`config.mk`:
```
export PLATFORM = sky130hd
export DESIGN_NAME = plcp_receiver
export DESIGN_NICKNAME = d
export VERILOG_FILES = /design/src/rtl/plcp_pkg.sv /design/src/rtl/plcp_receiver_descrambler.sv /design/src/rtl/plcp_receiver.sv
export SDC_FILE = /design/constraint.sdc
export NUM_CORES = 1
export LEC_CHECK = 0
export ABC_AREA = 1
export CELL_PAD_IN_SITES_DETAIL_PLACEMENT = 0
export CELL_PAD_IN_SITES_GLOBAL_PLACEMENT = 2
export CORE_MARGIN = 2
export CORE_UTILIZATION = 37
export CTS_CLUSTER_DIAMETER = 80
export DETAILED_ROUTE_END_ITERATION = 12
export GPL_TIMING_DRIVEN = 1
export PLACE_DENSITY_LB_ADDON = 0.2
export SLEW_MARGIN = 15
export SYNTH_ARGS = -nofsm -noshare
export SYNTH_HDL_FRONTEND = slang
export SYNTH_SLANG_ARGS = --single-unit
export TNS_END_PERCENT = 50
```
`constraint.sdc`:
```
create_clock -name Clock -period 4.4 [get_ports Clock]
set_input_delay 1.1 -clock Clock [delete_from_list [all_inputs] [get_ports Clock]]
set_output_delay 1.1 -clock Clock [all_outputs]
set_load 0.02 [all_outputs]
```
`src/rtl/plcp_pkg.sv`:
```
// Shared PLCP definitions: receiver state encoding, field geometry and SIGNAL checks.
package plcp_pkg;

  typedef enum logic [1:0] {
    HUNT,
    SIGNAL,
    SERVICE,
    DATA
  } plcp_state_t;

  localparam int PREAMBLE_BITS_DEF = 96;
  localparam int SERVICE_BITS_DEF  = 16;
  localparam int SIGNAL_BITS       = 24;

  // Offsets count received bit order; bit 0 lands in the MSB of the shift word.
  localparam int RATE_OFS   = 0;
  localparam int RATE_W     = 4;
  localparam int RSVD_OFS   = 4;
  localparam int LENGTH_OFS = 5;
  localparam int LENGTH_W   = 12;
  localparam int PARITY_OFS = 17;
  localparam int TAIL_OFS   = 18;
  localparam int TAIL_W     = 6;

  localparam int LFSR_W = 7;

  typedef logic [SIGNAL_BITS-1:0] signal_word_t;

  function automatic logic signal_check(input signal_word_t w);
    return !w[SIGNAL_BITS-1-RSVD_OFS]
        && !(^w[SIGNAL_BITS-1 -: PARITY_OFS+1])
        && !(|w[SIGNAL_BITS-1-TAIL_OFS -: TAIL_W]);
  endfunction

  function automatic logic [RATE_W-1:0] signal_rate(input signal_word_t w);
    return w[SIGNAL_BITS-1-RATE_OFS -: RATE_W];
  endfunction

  function automatic logic [LENGTH_W-1:0] signal_length(input signal_word_t w);
    return w[SIGNAL_BITS-1-LENGTH_OFS -: LENGTH_W];
  endfunction

endpackage

```
`src/rtl/plcp_receiver_descrambler.sv`:
```
// x^7+x^4+1 additive descrambler; only built when DESCRAMBLER_EN is defined.
`ifdef DESCRAMBLER_EN
module plcp_receiver_descrambler
  import plcp_pkg::*;
(
  input  logic clk,
  input  logic rst,
  input  logic load,
  input  logic step,
  input  logic raw,
  output logic plain
);

  logic [LFSR_W-1:0] lfsr;
  logic              fb;

  assign fb    = lfsr[6] ^ lfsr[3];
  assign plain = raw ^ fb;

  // Loading raw scrambled-zero bits reproduces the transmitter's LFSR state.
  always_ff @(posedge clk or posedge rst) begin
    if (rst) begin
      lfsr <= '0;
    end else if (load) begin
      lfsr <= {lfsr[LFSR_W-2:0], raw};
    end else if (step) begin
      lfsr <= {lfsr[LFSR_W-2:0], fb};
    end
  end

endmodule
`endif

```
`src/rtl/plcp_receiver.sv`:
```
// Bit-serial 802.11a PLCP receiver: preamble hunt, SIGNAL check, SERVICE skip, payload delivery.
// Optional payload descrambling is enabled by defining DESCRAMBLER_EN.
module plcp_receiver
  import plcp_pkg::*;
#(
  parameter int PREAMBLE_BITS = PREAMBLE_BITS_DEF,
  parameter int SERVICE_BITS  = SERVICE_BITS_DEF
) (
  input  logic        Clock,
  input  logic        Reset,
  input  logic        Input,
  output logic        Output,
  output logic        OutputValid,
  output logic [3:0]  Rate,
  output logic [11:0] Length,
  output logic        SignalValid,
  output logic        SignalError,
  output logic        FrameDone,
  output logic        Busy
);

  localparam int RUN_W = $clog2(PREAMBLE_BITS + 1);

  plcp_state_t            state, state_next;
  logic [RUN_W-1:0]       run, run_next;
  logic [14:0]            cnt, cnt_next;
  logic [SIGNAL_BITS-2:0] sig, sig_next;
  signal_word_t           word;
  logic                   pay_bit;
  logic                   out_next, ov_next, sv_next, se_next, fd_next, busy_next;
  logic [3:0]             rate_next;
  logic [11:0]            len_next;

  assign word = {sig, Input};

`ifdef DESCRAMBLER_EN
  logic load, step, plain;

  // Seed from the first SERVICE bits, then free-run in step with the transmitter.
  assign load = (state == SERVICE) && (cnt < 15'(LFSR_W));
  assign step = ((state == SERVICE) && !load) || (state == DATA);

  plcp_receiver_descrambler u_descrambler (
    .clk  (Clock),
    .rst  (Reset),
    .load (load),
    .step (step),
    .raw  (Input),
    .plain(plain)
  );

  assign pay_bit = plain;
`else
  assign pay_bit = Input;
`endif

  always_comb begin
    state_next = state;
    run_next   = run;
    cnt_next   = cnt;
    sig_next   = sig;
    rate_next  = Rate;
    len_next   = Length;
    out_next   = 1'b0;
    ov_next    = 1'b0;
    sv_next    = 1'b0;
    se_next    = 1'b0;
    fd_next    = 1'b0;
    case (state)
      HUNT: begin
        // Expected preamble bit is 1 at even run positions, 0 at odd ones.
        if (Input == ~run[0]) begin
          if (run == RUN_W'(PREAMBLE_BITS - 1)) begin
            run_next   = '0;
            state_next = SIGNAL;
          end else begin
            run_next = run + 1'b1;
          end
        end else begin
          run_next = {{(RUN_W-1){1'b0}}, Input};
        end
      end
      SIGNAL: begin
        sig_next = word[SIGNAL_BITS-2:0];
        cnt_next = cnt + 15'd1;
        if (cnt == 15'(SIGNAL_BITS - 1)) begin
          cnt_next = '0;
          if (signal_check(word)) begin
            rate_next  = signal_rate(word);
            len_next   = signal_length(word);
            sv_next    = 1'b1;
            state_next = SERVICE;
          end else begin
            se_next    = 1'b1;
            state_next = HUNT;
          end
        end
      end
      SERVICE: begin
        cnt_next = cnt + 15'd1;
        if (cnt == 15'(SERVICE_BITS - 1)) begin
          cnt_next = '0;
          if (Length == '0) begin
            fd_next    = 1'b1;
            state_next = HUNT;
          end else begin
            state_next = DATA;
          end
        end
      end
      DATA: begin
        out_next = pay_bit;
        ov_next  = 1'b1;
        cnt_next = cnt + 15'd1;
        if (cnt == ({Length, 3'b000} - 15'd1)) begin
          cnt_next   = '0;
          fd_next    = 1'b1;
          state_next = HUNT;
        end
      end
      default: state_next = HUNT;
    endcase
    busy_next = (state_next != HUNT);
  end

  always_ff @(posedge Clock or posedge Reset) begin
    if (Reset) begin
      state       <= HUNT;
      run         <= '0;
      cnt         <= '0;
      sig         <= '0;
      Output      <= 1'b0;
      OutputValid <= 1'b0;
      Rate        <= 4'h0;
      Length      <= 12'h000;
      SignalValid <= 1'b0;
      SignalError <= 1'b0;
      FrameDone   <= 1'b0;
      Busy        <= 1'b0;
    end else begin
      state       <= state_next;
      run         <= run_next;
      cnt         <= cnt_next;
      sig         <= sig_next;
      Output      <= out_next;
      OutputValid <= ov_next;
      Rate        <= rate_next;
      Length      <= len_next;
      SignalValid <= sv_next;
      SignalError <= se_next;
      FrameDone   <= fd_next;
      Busy        <= busy_next;
    end
  end

endmodule

```
==> out/metrics.yaml <==
pre_cts_ws_ns: 1.22
drive_gt1_share_pct: 5.30
fillCellCount: 1049
cts_hold_buf: 0
whs_path_depth: 2
ant_nets: 0
initial_core_util_pct: 38.3
totalWireLength_um: 8700
critPathLaunchType: "primary input"
required_ns: 4.69
grt_start_max_net_pins: 47
area_delta_synth_final_pct: 15.4
firstDrtPassIters: 4
grt_pass1_wl_um: 14800
slew_headroom_pct: 51.2
clk_pin_slew_ns: 0.08
die_area_sq_um: 11000
clkSinkCount: 69
syn-cell-area_sq_um: 3760
io-pin-count: 25
report.final.setup_viol: 0
nets: 529
crit_path_max_fanout: 29
status: "completed"
io_buffers: 24
rsz0062_at_grt: "no"
maxSlewViolCount: 0
post_cts_buffers: 0
wire_per_inst_um: 13.2
r2r_cells: 12
htreeDepth: 3
die_x_um: 105
crit_type: "primary input to register"
worst_pin_slew_ns: 0.730
postCtsResizedCells: 0
fin_crit_ns: 2.78
antenna_cells: 0
synth_top_cell_area_share_pct: 45.9
syn-num-nets: 499
row_count: 36
finalInstanceArea_sq_um: 4340
synth.distinct_cells: 29
cp.arrival_ns: 3.07
syn_avg_cell_area_sq_um: 7.63
synthTopCellsByArea: "dfrtp_1, nand2_1, inv_1"
ys_top_cells_by_count: "nand2_1, inv_1, dfrtp_1"
synth_largest_area_cell: "dfrtp_1"
p_leak_nw: 2.18
synth_edf_count: 0
synth.most_common_cell: "nand2_1"
synth_cells: 493
async_flop_share_pct: 100
gp_congestion: 0.816
grt_pass1_vias: 2869
seq_area_frac_synth_pct: 45.9
via_per_inst: 4.62
antenna_found_initial: 0
critPathCaptureType: "register"
fmax_mhz: 359
irDropWorstVdd_mv: 0.234
dpl.hpwl_um: 6450
overflow: 0
gr-usage-all-layers_pct: 17.3
min_period_over_period_pct: 63.2
fin_ws_ns: 1.62
drc: 0
pwr_density_cell_nw_per_um2: 553
cts_buffers: 9
hold_class: "register to register"
r2r_start: "Length[0]"
clk_latency_ns: 0.35
clockBufferDepth: 2
synth_warnings: 0
core-area_sq_um: 9820
place_area_sq_um: 4140
ys_ff_latch: 69
fin_worst_skew_ns: 0.0108
fin_setup_tns_ns: 0
max-cap-violations: 0
cts_tree: "built"
total_power_mw: 2.40
drtIter0Drc: 116
num_vias: 3055
synthFlopType: "dfrtp_1"
finalHoldViolCount: 0
min_from: "sig[0]"
cts-root-buf: "clkbuf_8"
dieHeight_um: 105
startpoint: "Input"
## layer usage
layer | track usage (%) | vias to the layer above | wire [um]
met4 | 6.57 | 0 | 134
met3 | 2.87 | 10 | 240
met5 | 0 | - | 0
li1 | - | 1598 | -
met2 | 25.8 | 38 | 3930
met1 | 25.1 | 1409 | 4400
## layout make-up
type                            instances  area, sq um  area share [%]
Sequential cell                        69         1730            39.8
Multi-Input combinational cell        337         1690            38.9
Inverter                               79          297            6.83
Timing Repair Buffer                   27          263            6.05
Tap cell                              133          166            3.83
Clock buffer                            9          124            2.85
Clock inverter                          7         73.8            1.70
## metrics by stage
stage | util (%) | hold slack, ns | std cells
2_1_floorplan | - | 0.453 | 493
3_3_place_gp | 42.2 | 0.471 | 645
3_5_place_dp | 42.2 | 0.478 | 645
4_1_cts | 44.2 | 0.496 | 661
5_1_grt | 44.2 | 0.530 | 661
6_report | 44.2 | 0.496 | 661
## critical path, cell delays in order
cell	delay (ns)
clkdlybuf4s50_1	0.43
inv_1	0.12
nand4_1	0.09
nor4_1	0.44
nand3_4	0.18
nor2_4	0.48
nor2_1	0.13
nand2_1	0.09
## cell families after synthesis
group | synth area share, %
multiplexers | 0.599
adder cells (fa/ha/maj) | 0.998
AO/OA/AOI/OAI | 7.95
buffers and inverters | 9.12
AND/OR/NAND/NOR | 26.6
XOR/XNOR | 8.85
flip-flops | 45.9
## worst paths after layout
check	endpoint	slack (ns)
hold reg to reg	sig[0]	0.50
setup reg to reg	cnt[4]	1.74
max in group asynchronous	sig[6]	2.45
setup / recovery	Busy	1.62
min in group asynchronous	Rate[1]	1.19
hold / removal	sig[0]	0.50
## state kept, by name, summed over array words and instances, names as in the netlist
register / cells
run: 7
Busy: 1
sig: 23
Rate: 4
cnt: 15
state: 2
OutputValid: 1
Output: 1
FrameDone: 1
Length: 12
SignalValid: 1
SignalError: 1
## where the power goes
group | switching (mW) | leakage [nW] | total, mW | internal [mW]
Sequential | 0.185 | 0.840 | 0.980 | 0.795
Combinational | 0.543 | 1.24 | 0.891 | 0.349
Clock | 0.266 | 0.0996 | 0.530 | 0.264
Total | 0.994 | 2.18 | 2.40 | 1.41
## cells in the final DEF (no fill, tap or decap), drive strengths merged, types with 2 or more instances in the layout
cell and n:
nand2 145, inv 79, dfrtp 69, nor2 42, o21ai 36, nand3 32
clkdlybuf4s50 24, xor2 20, xnor2 18, a21oi 15, nor3 9, clkbuf 9
nand4 7, clkinv 5, o22ai 3, ha 3, buf 3, mux2 2
nor4 2
(Power assumes the default switching activity.)
